<file path="config.mk">
export PLATFORM = sky130hd
export DESIGN_NAME = fetch_pc_unit
export DESIGN_NICKNAME = d
export VERILOG_FILES = /design/src/rtl/fetch_pkg.sv /design/src/rtl/fetch_pc_unit_if_id_reg.sv /design/src/rtl/fetch_pc_unit.sv
export SDC_FILE = /design/constraint.sdc
export NUM_CORES = 1
export LEC_CHECK = 0
export CELL_PAD_IN_SITES_DETAIL_PLACEMENT = 1
export CELL_PAD_IN_SITES_GLOBAL_PLACEMENT = 1
export CORE_AREA = 2 2 172 174
export CTS_BUF_LIST = sky130_fd_sc_hd__clkbuf_16
export CTS_CLUSTER_DIAMETER = 100
export DETAILED_ROUTE_END_ITERATION = 10
export DIE_AREA = 0 0 174 176
export GPL_TIMING_DRIVEN = 0
export PLACE_DENSITY_LB_ADDON = 0.1
export SLEW_MARGIN = 15
export SYNTH_ARGS = -nofsm -noshare
export SYNTH_HDL_FRONTEND = slang
export SYNTH_HIERARCHICAL = 1
export SYNTH_SLANG_ARGS = --single-unit
export TNS_END_PERCENT = 100
</file>
<file path="constraint.sdc">
create_clock -name clk_i -period 2.5 [get_ports clk_i]
set_input_delay 0.25 -clock clk_i [delete_from_list [all_inputs] [get_ports clk_i]]
set_output_delay 0.25 -clock clk_i [all_outputs]
set_load 0.05 [all_outputs]
</file>
<file path="src/rtl/fetch_pkg.sv">
// Shared fetch-stage types and constants: IF/ID record, default NOP and the
// control-flow opcodes the fetch path recognises.
package fetch_pkg;

   localparam logic [31:0] NOP_INST_C = 32'h0000_0013;

   localparam logic [6:0] OP_BRANCH = 7'b1100011;
   localparam logic [6:0] OP_JAL    = 7'b1101111;
   localparam logic [6:0] OP_JALR   = 7'b1100111;

   typedef struct packed {
      logic [31:0] pc;
      logic [31:0] inst;
      logic        pred_taken;
      logic        valid;
   } if_id_t;

endpackage

</file>
<file path="src/rtl/fetch_pc_unit_if_id_reg.sv">
// IF/ID pipeline register; priority reset > flush > stall > load.
// A flush kills the slot but keeps the previous pc field.
module if_id_reg
   import fetch_pkg::*;
#(
   parameter logic [31:0] NOP_INST = NOP_INST_C
) (
   input  logic   clk_i,
   input  logic   rst_i,
   input  logic   stall_i,
   input  logic   flush_i,
   input  if_id_t d_i,
   output if_id_t q_o
);

   if_id_t q_q;
   if_id_t q_d;

   always_comb begin
      q_d = q_q;
      if (flush_i) begin
         q_d.valid      = 1'b0;
         q_d.inst       = NOP_INST;
         q_d.pred_taken = 1'b0;
      end else if (!stall_i) begin
         q_d = d_i;
      end
   end

   always_ff @(posedge clk_i) begin
      if (rst_i) begin
         q_q <= '{pc: '0, inst: NOP_INST, pred_taken: 1'b0, valid: 1'b0};
      end else begin
         q_q <= q_d;
      end
   end

   assign q_o = q_q;

endmodule

</file>
<file path="src/rtl/fetch_pc_unit.sv">
// Fetch stage: PC register, next-PC select, BTB fetch-side outputs, IF/ID.
// Optional perf counters are compiled in with FETCH_PERF_CNT_EN.
module fetch_pc_unit
   import fetch_pkg::*;
#(
   parameter logic [31:0] RESET_PC = 32'h0000_0000,
   parameter int unsigned PC_IDX_W = 13,
   parameter logic [31:0] NOP_INST = NOP_INST_C
) (
   input  logic                clk_i,
   input  logic                rst_i,
   input  logic                stall_i,
   output logic [31:0]         imem_addr_o,
   input  logic [31:0]         imem_rdata_i,
   output logic [31:0]         pc_F_o,
   output logic [PC_IDX_W-1:0] pc_present_o,
   output logic [31:0]         inst_F_o,
   input  logic [31:0]         pred_pc_i,
   input  logic                pc_sel_i,
   input  logic [31:0]         redirect_pc_i,
   input  logic                hit_miss_i,
   input  logic [31:0]         pc_X_i,
   output logic [31:0]         pc_D_o,
   output logic [31:0]         inst_D_o,
   output logic                pred_taken_D_o,
   output logic                valid_D_o,
   output logic                flush_o,
   output logic                misalign_o,
   output logic [31:0]         perf_redirect_o,
   output logic [31:0]         perf_pred_taken_o
);

   logic [31:0] pc_q;
   logic [31:0] pc_d;
   logic [31:0] pc_plus4;
   logic        pred_taken;
   logic        redirect;
   logic        misalign_q;
   logic        misalign_d;
   logic        unused_redirect_bit0;
   if_id_t      ifid_d;
   if_id_t      ifid_q;

   assign pc_plus4   = pc_q + 32'd4;
   assign pred_taken = (pred_pc_i != pc_plus4);
   assign redirect   = hit_miss_i | pc_sel_i;

   // Bit 0 of the redirect target is dropped by force-alignment.
   assign unused_redirect_bit0 = redirect_pc_i[0];

   always_comb begin
      if (hit_miss_i) begin
         pc_d = pc_X_i + 32'd4;
      end else if (pc_sel_i) begin
         pc_d = {redirect_pc_i[31:2], 2'b00};
      end else if (stall_i) begin
         pc_d = pc_q;
      end else begin
         pc_d = {pred_pc_i[31:2], 2'b00};
      end
   end

   assign misalign_d = pc_sel_i & redirect_pc_i[1] & ~hit_miss_i;

   always_ff @(posedge clk_i) begin
      if (rst_i) begin
         pc_q       <= RESET_PC;
         misalign_q <= 1'b0;
      end else begin
         pc_q       <= pc_d;
         misalign_q <= misalign_d;
      end
   end

   assign ifid_d = '{pc: pc_q, inst: imem_rdata_i, pred_taken: pred_taken, valid: 1'b1};

   if_id_reg #(
      .NOP_INST(NOP_INST)
   ) u_if_id_reg (
      .clk_i  (clk_i),
      .rst_i  (rst_i),
      .stall_i(stall_i),
      .flush_i(redirect),
      .d_i    (ifid_d),
      .q_o    (ifid_q)
   );

`ifdef FETCH_PERF_CNT_EN
   logic [31:0] perf_redirect_q;
   logic [31:0] perf_redirect_d;
   logic [31:0] perf_pt_q;
   logic [31:0] perf_pt_d;

   always_comb begin
      perf_redirect_d = redirect ? perf_redirect_q + 32'd1 : perf_redirect_q;
      perf_pt_d       = (!stall_i && !redirect && pred_taken) ? perf_pt_q + 32'd1 : perf_pt_q;
   end

   always_ff @(posedge clk_i) begin
      if (rst_i) begin
         perf_redirect_q <= '0;
         perf_pt_q       <= '0;
      end else begin
         perf_redirect_q <= perf_redirect_d;
         perf_pt_q       <= perf_pt_d;
      end
   end

   assign perf_redirect_o   = perf_redirect_q;
   assign perf_pred_taken_o = perf_pt_q;
`else
   assign perf_redirect_o   = '0;
   assign perf_pred_taken_o = '0;
`endif

   assign imem_addr_o    = pc_q;
   assign pc_F_o         = pc_plus4;
   assign pc_present_o   = pc_q[PC_IDX_W+1:2];
   assign inst_F_o       = imem_rdata_i;
   assign flush_o        = redirect;
   assign misalign_o     = misalign_q;
   assign pc_D_o         = ifid_q.pc;
   assign inst_D_o       = ifid_q.inst;
   assign pred_taken_D_o = ifid_q.pred_taken;
   assign valid_D_o      = ifid_q.valid;

endmodule

</file>
==> out/qor.yml, run 1 <==
status: "complete, but fails checks"
violations: "negative setup slack"
period_share_pct: 112
dieArea_sq_mm: 0.0306
tightest_slew_ps: 750
dp.cells: 1632
syn_area_sq_mm: 0.00713
grt_max_degree: 19
synth_area_leaders: "dfxtp_1, buf_4, nor2_1"
drt-initial-drc-count: 314
p_leak_nw: 4.93
cp-end-kind: "flop"
numClockSinks: 99
skew_ps: 15.1
synth_top_area_share_pct: 27.8
grt.overflow.total: 0
firstDrtPassIters: 5
io_buffers: 306
crit_path_top_delay_cell: "or4_4"
dp_hpwl_mm: 26.0
finalNonFillerCells: 1687
drv_cap: 0
grt_pass1_vias: 7619
die_width_um: 174
synth_cell_type_count: 63
p_sw_share_pct: 40.8
drt-total-wl_mm: 32.4
cp_data_arrival_time_ps: 3040
synth.avg_cell_area_sq_um: 8.11
clkPwrFrac_pct: 26.9
final_cell_area_sq_mm: 0.0119
ant_nets: 0
seq_area_frac_synth_pct: 27.8
tns_ps: -365
yosys_warnings: 6
rows: 62
clock_insertion_delay_worst_skew_ps: 370
io_pins: 374
timing.final.ws_setup_ps: -291
cts_tree: "built"
grt_pass1_wl_mm: 47.5
path_clk_slew_ps: 90
ys_ff_latch: 99
area_growth_pct: 67.3
holdBufCountCts: 0
vias_per_cell: 4.49
synth-edff-count: 0
cp.required_ps: 2750
async_flop_share_pct: 0
intPower_mw: 3.18
fin_crit_ps: 2790
netSwitchingPower_mw: 2.19
clock_path_buffers: 2
holdCritPathClass: "input pin to flop"
gp_congestion: 0.825
fmax_mhz: 358
cts_root_buf: "clkbuf_16"
start_util_pct: 25.0
grt_use_total_pct: 20.4
synthFlopType: "dfxtp_1"
crit_type: "flop to flop"
cts.htree.levels: 3
ir_worst_vdd_mv: 0.305
slew_headroom_pct: 50.0
postPlaceCellArea_sq_mm: 0.0111
cts_buffers: 9
nNetsFinal: 1431
cp_top_family: "simple AND/OR/NAND/NOR gates"
power_frac_seq_pct: 32.8
finalHoldViolCount: 0
startpoint_type: "flop"
pwr-share-comb_pct: 40.3
vias: 7576
die_h_um: 176
syn-instance-count: 879
max_stage_delay_ps: 520
antenna_found_initial: 3
core_sq_mm: 0.0285
power_density_mw_per_mm2: 450
drv_slew: 0
cp_num_buf_inv: 2
synth_top_area_cell: "dfxtp_1"
wl_per_cell_um: 19.2
layout-drive-gt1-share_pct: 23.4
cp_cell_sequence: "nand4_1 -> nor4_4 -> buf_4 -> buf_4 -> xnor2_1 -> nor2_1 -> or4_4 -> nor4_4 -> nand4_1 -> mux2i_1 -> nor2_1"
drc: 0
setup_violations: 3
grt_setup_unrepaired: "yes"
critPathMaxFanout: 3
sequential cells by signal, summed over array words and instances (netlist names):
| signal | cells |
|---|---|
| misalign_o | 1 |
| u_if_id_reg/q_o | 66 |
| imem_addr_o | 32 |
cells in the final DEF, fill, tap and decap left out, drive strengths merged, types with 3 or more instances in the layout:
cell           count
or3b              33
and4               3
o22ai              4
inv               24
mux2i             35
dfxtp             99
clkbuf            47
a211oi            22
clkdlybuf4s15      3
nand2b             4
xnor2             51
a21oi             51
dlygate4sd2        3
nor2b              3
xor2              38
o2111ai            3
conb              65
a2111oi           24
o21ai             41
a22oi              3
xor3               3
buf              197
nand3             23
nand4             17
nor3              17
clkdlybuf4s50    280
nand2             34
and3              13
a31oi              4
nor4               6
nor2             122
per-layer routing:
metal  share of wire (%)  vias to the layer above  GRT usage [%]
met5               0.040                        -              0
met4                 2.4                        2           6.62
met3                 5.7                       38           3.47
met2                  48                      288           34.8
met1                  44                     3553           26.1
li1                    -                     3695              -
path summary, 6_finish.rpt:
path         slack (ps)                 from             endpoint  cells after the start
max                -290       imem_addr_o[6]   u_if_id_reg/q_o[1]                     11
min                 460     redirect_pc_i[1]           misalign_o                      2
max reg2reg        -290       imem_addr_o[6]   u_if_id_reg/q_o[1]                     11
min reg2reg         480  u_if_id_reg/q_o[47]  u_if_id_reg/q_o[47]                      2
cells in the mapped netlist (3+ instances only):
| library cell | n |
|---|---|
| nand2_1 | 34 |
| xor3_1 | 3 |
| clkbuf_1 | 35 |
| clkbuf_2 | 4 |
| buf_6 | 5 |
| inv_1 | 21 |
| a22oi_1 | 3 |
| a2111oi_0 | 19 |
| and3_1 | 11 |
| or3b_1 | 32 |
| buf_2 | 14 |
| xnor2_1 | 51 |
| o21ai_0 | 25 |
| nand4_1 | 14 |
| nor3_1 | 15 |
| a2111oi_2 | 5 |
| o22ai_1 | 4 |
| and4_1 | 3 |
| dfxtp_1 | 99 |
| buf_4 | 115 |
| nand3_1 | 22 |
| nor2_1 | 121 |
| o21ai_1 | 16 |
| a31oi_1 | 4 |
| a21oi_1 | 51 |
| nor2b_1 | 3 |
| xor2_1 | 38 |
| nand2b_1 | 4 |
| a211oi_1 | 22 |
| mux2i_1 | 35 |
| nor4_1 | 3 |
| buf_1 | 4 |
| o2111ai_1 | 3 |
power groups by stage:
stage                     sequential [mW]  combinational (mW)  clock [mW]
after global placement               1.80                2.09           0
final                                1.76                2.16        1.45
after global routing                 1.77                2.27        1.52
after CTS                            1.77                2.12        1.48
after detailed placement             1.80                2.09           0
after floorplan                      1.97                1.15           0
final cells by class:
type / count / area [sq um]
clock inverters: 7 / 63.8
plain buffers: 167 / 1150
diodes: 2 / 5.00
fillers: 3430 / 16600
clock buffers: 9 / 225
repair buffers: 355 / 3430
inverters: 21 / 78.8
flip-flops and latches: 99 / 2050
well taps: 384 / 480
multi-input cells: 643 / 4450
per-stage QoR:
stage               setup WS (ps)  utilization, %  hold WS [ps]  total power [mW]
floorplan                    -215               -           328              3.11
global placement            -1040            38.8           455              3.89
detailed placement          -1030            38.8           465              3.89
CTS                          -180            40.9           451              5.37
global route                 -371            41.8           480              5.56
finish                       -291            41.8           457              5.37
logic make-up (layout without fill, tap and decap cells):
family | count (synthesis) | after routing | share of synthesized area [%]
other | 2 | 67 | 0.105
XOR/XNOR | 93 | 93 | 12.3
flip-flops | 99 | 99 | 27.8
multiplexers | 37 | 37 | 5.23
AO/OA/AOI/OAI | 163 | 163 | 15.0
AND/OR/NAND/NOR | 283 | 283 | 21.5
adder cells (fa/ha/maj) | 2 | 2 | 0.351
buffers and inverters | 200 | 559 | 17.7
what timing repair did:
item | CTS | global route
endpoints found under the setup margin | 27 | 21
pin swaps | 13 | 12
gates resized for setup | 161 | 47
endpoints found under the hold margin | 0 | 0
buffers inserted | 29 | 22
Power figures use the tool's default switching activity.
==> inputs of run 2 (changes only) <==
--- a/config.mk
+++ b/config.mk
@@ -13,7 +13,7 @@
 export DETAILED_ROUTE_END_ITERATION = 10
 export DIE_AREA = 0 0 174 176
 export GPL_TIMING_DRIVEN = 0
-export PLACE_DENSITY_LB_ADDON = 0.1
+export PLACE_DENSITY_LB_ADDON = 0.05
 export SLEW_MARGIN = 15
 export SYNTH_ARGS = -nofsm -noshare
 export SYNTH_HDL_FRONTEND = slang
==> out/qor.yml, run 2 (synthesis results as in run 1) <==
setup_violations: 1  # was 3
fmax_mhz: 379  # was 358 MHz
grt_setup_unrepaired: "yes"  # unchanged
cp_cell_sequence: "buf_8 -> nand3_4 -> nor4_4 -> buf_6 -> buf_6 -> nand4_1 -> xnor2_2 -> a221o_1 -> nor4_2 -> nand4_1 -> mux2i_1 -> nor2_1"  # was nand4_1 -> nor4_4 -> buf_4 -> buf_4 -> xnor2_1 -> nor2_1 -> or4_4 -> nor4_4 -> nand4_1 -> mux2i_1 -> nor2_1
p_leak_nw: 4.86  # was 4.93 nW
max_stage_delay_ps: 390  # was 520 ps
path_clk_slew_ps: 90  # about the same
drc: 0  # unchanged
regToRegStartpoint: "imem_addr_o[2]"  # was imem_addr_o[6]
numClockSinks: 99  # unchanged
r2r-end: "u_if_id_reg/q_o[1]"  # unchanged
cts_root_buf: "clkbuf_16"  # unchanged
fin_crit_ps: 2640  # was 2790 ps
drv_slew: 0  # unchanged
start_util_pct: 25.0  # unchanged
vias_per_cell: 4.43  # was 4.49
area_growth_pct: 65.5  # was 67.3%
holdBufCountCts: 0  # unchanged
ant_nets: 0  # unchanged
drt-initial-drc-count: 270  # was 314
min_path_cells: 2  # unchanged
cp_top_family: "simple AND/OR/NAND/NOR gates"  # unchanged
nNetsFinal: 1416  # was 1431
grt_pass1_vias: 7402  # was 7619
core_sq_mm: 0.0285  # unchanged
cts_tree: "built"  # unchanged
drv_cap: 0  # unchanged
worstRegToRegCells: 12  # was 11
grt.overflow.total: 0  # unchanged
io_pins: 374  # unchanged
largest_reg_flops: 66  # unchanged
final_cell_mix: "clkdlybuf4s50_1, buf_4, nor2_1"  # unchanged
antenna_found_initial: 2  # was 3
holdCritPathClass: "input pin to flop"  # unchanged
finalHoldViolCount: 0  # unchanged
hold_end: "misalign_o"  # unchanged
cts_buffers: 9  # unchanged
timing.final.ws_setup_ps: -136  # was -291 ps
rows: 62  # unchanged
status: "complete, but fails checks"  # unchanged
cts.htree.levels: 3  # unchanged
layout-drive-gt1-share_pct: 22.6  # was 23.4%
crit_type: "flop to flop"  # unchanged
grt_max_degree: 19  # unchanged
gp_congestion: 0.831  # was 0.825
cp-end-kind: "flop"  # unchanged
cp_data_arrival_time_ps: 2890  # was 3040 ps
power_density_mw_per_mm2: 451  # was 450 mW/mm^2
vias: 7405  # was 7576
io_buffers: 306  # unchanged
tns_ps: -136  # was -365 ps
ir_worst_vdd_mv: 0.304  # was 0.305 mV
clock_path_buffers: 2  # unchanged
wl_per_cell_um: 18.9  # was 19.2 um
hold_path.startpoint: "redirect_pc_i[1]"  # unchanged
tightest_slew_ps: 797  # was 750 ps
final_common_cell: "clkdlybuf4s50_1"  # unchanged
critPathMaxFanout: 5  # was 3
die_h_um: 176  # unchanged
startpoint_type: "flop"  # unchanged
crit_path_start: "imem_addr_o[2]"  # was imem_addr_o[6]
drt-total-wl_mm: 31.6  # was 32.4 mm
clock_insertion_delay_worst_skew_ps: 360  # was 370 ps
reg2reg_slack_ps: -140  # was -290 ps
crit_path_top_delay_cell: "dfxtp_4"  # was or4_4
die_width_um: 174  # unchanged
skew_ps: 9.36  # was 15.1 ps
violations: "negative setup slack"  # unchanged
pre_cts_ws_ps: -1060  # was -1030 ps
slew_headroom_pct: 46.2  # was 50.0%
dieArea_sq_mm: 0.0306  # unchanged
grt_use_total_pct: 20.1  # was 20.4%
grt_pass1_wl_mm: 46.8  # was 47.5 mm
cp_num_buf_inv: 3  # was 2
cp.required_ps: 2750  # about the same
dp_hpwl_mm: 25.8  # was 26.0 mm
firstDrtPassIters: 5  # unchanged
period_share_pct: 105  # was 112%
## run 2: cell types whose count changed in the layout (fill, tap and decap cells not counted), sizes merged
cell           delta
clkdlybuf4s15     -3
clkinvlp          -2
clkdlybuf4s50     -1
clkbuf            +1
clkinv            +2
dlymetal6s2s      +1
buf              -15
clkdlybuf4s18     +1
dlygate4sd2       +1
## run 2: layer usage
metal | share of wire [%] | up-vias | GRT usage [%] | wire length (um)
met5 | 0 | - | 0 | 0
met4 | 2.0 | 0 | 6.58 | 637
met3 | 6.1 | 32 | 3.92 | 1940
met2 | 48 | 289 | 34.3 | 15300
met1 | 43 | 3413 | 25.5 | 13700
li1 | - | 3671 | - | -
## run 2: how the worst max path moves through the flow
| stage | slack, ps | cells past startpoint | endpoint |
|---|---|---|---|
| global route | -210 | 11 | u_if_id_reg/q_o[1] |
| detailed placement | -1060 | 11 | u_if_id_reg/q_o[1] |
| global placement | -1050 | 11 | u_if_id_reg/q_o[1] |
| floorplan | -220 | 11 | u_if_id_reg/q_o[1] |
| CTS | -90 | 12 | u_if_id_reg/q_o[1] |
| finish | -140 | 12 | u_if_id_reg/q_o[1] |
## run 2: power breakdown
part           internal (mW)  switching, mW
Clock                  0.695          0.742
Sequential              1.64          0.125
Combinational          0.817           1.31
Total                   3.16           2.17
## run 2: final cells by class
class	count	area, sq um
Multi-Input combinational cell	643	4450
Sequential cell	99	2050
Clock buffer	9	225
Inverter	21	78.8
Clock inverter	7	58.8
Fill cell	3441	16700
Timing Repair Buffer	342	3320
Tap cell	384	480
Buffer	165	1140
Antenna cell	2	5.00
## run 2: what timing repair did
action                                  in CTS  in global routing
endpoints found under the hold margin        0                  0
gates cloned                                 0                  1
setup buffers                               33                  2
gates resized for setup                    158                 34
endpoints found under the setup margin      27                 20
pin swaps                                   15                  1
## run 2: per-stage QoR
step / area [sq um] / std cells / power [mW] / util, % / hold WS (ps)
after detailed placement: 11100 / 1632 / 3.89 / 38.8 / 470
final: 11800 / 1672 / 5.33 / 41.3 / 448
after global routing: 11800 / 1671 / 5.54 / 41.3 / 461
after CTS: 11700 / 1667 / 5.38 / 41.0 / 434
after floorplan: 7530 / 942 / 3.11 / - / 328
after global placement: 11100 / 1632 / 3.88 / 38.8 / 458
## run 2: worst register-to-register path, stage by stage (launching register included)
cell and delay [ps]:
dfxtp_4 390, buf_8 110, nand3_4 100, nor4_4 250
buf_6 170, buf_6 100, nand4_1 160, xnor2_2 210
a221o_1 290, nor4_2 340, nand4_1 190, mux2i_1 170
nor2_1 50
==> inputs of run 3 (changes only) <==
--- a/config.mk
+++ b/config.mk
@@ -5,7 +5,7 @@
 export SDC_FILE = /design/constraint.sdc
 export NUM_CORES = 1
 export LEC_CHECK = 0
-export CELL_PAD_IN_SITES_DETAIL_PLACEMENT = 1
+export CELL_PAD_IN_SITES_DETAIL_PLACEMENT = 0
 export CELL_PAD_IN_SITES_GLOBAL_PLACEMENT = 1
 export CORE_AREA = 2 2 172 174
 export CTS_BUF_LIST = sky130_fd_sc_hd__clkbuf_16
==> out/qor.yml, run 3 (synthesis results as in run 1) <==
status: "complete, but fails checks"  # unchanged
violations: "negative setup slack"  # unchanged
die_h_um: 176  # unchanged
area_growth_pct: 66.3  # was 65.5%
vias_per_cell: 4.34  # was 4.43
firstDrtPassIters: 5  # unchanged
multi_input_area_sq_mm: 0.00444  # was 0.00445 sq mm
rows: 62  # unchanged
io_buffers: 306  # unchanged
antenna_found_initial: 1  # was 2
drt-total-wl_mm: 30.5  # was 31.6 mm
finalHoldViolCount: 0  # unchanged
wl_per_cell_um: 18.2  # was 18.9 um
final_cell_area_sq_mm: 0.0119  # was 0.0118 sq mm
grt_pass1_vias: 6994  # was 7402
period_share_pct: 104  # was 105%
drv_slew: 0  # unchanged
crit_type: "flop to flop"  # unchanged
max_stage_delay_ps: 500  # was 390 ps
grt_max_degree: 19  # unchanged
io_pins: 374  # unchanged
grt_pass1_wl_mm: 44.6  # was 46.8 mm
grt.overflow.total: 0  # unchanged
setup_violations: 1  # unchanged
fmax_mhz: 383  # was 379 MHz
met2_usage_pct: 32.8  # was 34.3%
drt-initial-drc-count: 370  # was 270
core_sq_mm: 0.0285  # unchanged
ir_worst_vdd_mv: 0.304  # about the same
fin_crit_ps: 2610  # was 2640 ps
clock_insertion_delay_worst_skew_ps: 370  # was 360 ps
layout-drive-gt1-share_pct: 22.9  # was 22.6%
clock_path_buffers: 2  # unchanged
grtUsageMet1_pct: 24.8  # was 25.5%
seqCellArea_sq_mm: 0.00205  # about the same
cp_cell_sequence: "buf_6 -> nand3_4 -> buf_4 -> nor3_2 -> xnor2_2 -> nor2_1 -> or4_4 -> nor4_4 -> nand4_1 -> mux2i_1 -> nor2_1"  # was buf_8 -> nand3_4 -> nor4_4 -> buf_6 -> buf_6 -> nand4_1 -> xnor2_2 -> a221o_1 -> nor4_2 -> nand4_1 -> mux2i_1 -> nor2_1
grtUsageMet3_pct: 4.07  # was 3.92%
critPathMaxFanout: 7  # was 5
ant_nets: 0  # unchanged
cts_root_buf: "clkbuf_16"  # unchanged
holdCritPathClass: "input pin to flop"  # unchanged
timing.final.ws_setup_ps: -109  # was -136 ps
grt_setup_unrepaired: "yes"  # unchanged
largest_reg_flops: 66  # unchanged
path_common_cell: "nor2_1"
p_leak_nw: 4.90  # was 4.86 nW
cts.htree.levels: 3  # unchanged
grt_use_total_pct: 19.2  # was 20.1%
start_util_pct: 25.0  # unchanged
dp_hpwl_mm: 24.8  # was 25.8 mm
final_cell_mix: "clkdlybuf4s50_1, buf_4, nor2_1"  # unchanged
startpoint_type: "flop"  # unchanged
power_density_mw_per_mm2: 449  # was 451 mW/mm^2
postLayoutCoreUtil_pct: 41.5  # was 41.3%
path_clk_slew_ps: 90  # about the same
nFillCells: 3020  # was 3441
final_common_cell: "clkdlybuf4s50_1"  # unchanged
cp-end-kind: "flop"  # unchanged
gp_congestion: 0.831  # unchanged
tightest_slew_ps: 842  # was 797 ps
dieArea_sq_mm: 0.0306  # unchanged
drv_cap: 0  # unchanged
nNetsFinal: 1426  # was 1416
busiest_layer: "met2"  # unchanged
vias: 7296  # was 7405
drc: 0  # unchanged
skew_ps: 13.7  # was 9.36 ps
postPlaceCellArea_sq_mm: 0.0111  # unchanged
cp.required_ps: 2750  # about the same
numClockSinks: 99  # unchanged
slew_headroom_pct: 43.8  # was 46.2%
cts_buffers: 9  # unchanged
cts_tree: "built"  # unchanged
finalPower_mw: 5.32  # was 5.33 mW
whs_ps: 447  # was 448 ps
crit_path_top_delay_cell: "or4_4"  # was dfxtp_4
cp_data_arrival_time_ps: 2860  # was 2890 ps
holdBufCountCts: 0  # unchanged
die_width_um: 174  # unchanged
-- run 3: final cells by class --
cell class                      count  area share [%]
Antenna cell                        1          0.0211
Buffer                            166            9.59
Clock buffer                        9            1.90
Clock inverter                      7           0.496
Inverter                           21           0.665
Multi-Input combinational cell    643            37.4
Sequential cell                    99            17.3
Tap cell                          384            4.05
Timing Repair Buffer              351            28.6
-- run 3: stage by stage --
stage          instances  setup slack, ps  setup TNS (ps)
2_1_floorplan        942             -215            -444
3_3_place_gp        1632            -1050          -13880
3_5_place_dp        1632            -1030          -13670
4_1_cts             1669            -96.2           -96.2
5_1_grt             1680             -260            -430
6_report            1681             -109            -109
-- run 3: where the power goes --
part	leakage, nW	switching (mW)	internal [mW]	total [mW]
clock network	0.141	0.738	0.695	1.43
registers	0.820	0.115	1.64	1.76
logic	3.94	1.31	0.828	2.13
-- run 3: worst paths after layout --
path                            cells past startpoint             endpoint  slack, ps                 from
worst max-delay path                               11   u_if_id_reg/q_o[1]       -110       imem_addr_o[3]
worst min-delay path                                2           misalign_o        450     redirect_pc_i[1]
worst max register to register                     11   u_if_id_reg/q_o[1]       -110       imem_addr_o[3]
worst min register to register                      2  u_if_id_reg/q_o[54]        480  u_if_id_reg/q_o[54]
-- run 3: what timing repair did --
item                       4_1_cts  5_1_grt
resized for setup              148       36
buffers inserted                33       12
cloned                           0        0
pin swaps                       15        9
setup endpoints to repair       27       24
-- run 3: per-layer routing --
metal	vias to the layer above	part of all wire, %
met5	-	0
met4	0	2.0
met3	30	7.2
met2	308	47
met1	3274	43
li1	3684	-
-- run 3: worst max-delay path: cells and delay by family (launching register included) --
| kind | cells | cell delay (ps) |
|---|---|---|
| flip-flops | 1 | 390 |
| XOR/XNOR | 1 | 200 |
| AND/OR/NAND/NOR | 7 | 1450 |
| multiplexers | 1 | 150 |
| buffers and inverters | 2 | 300 |
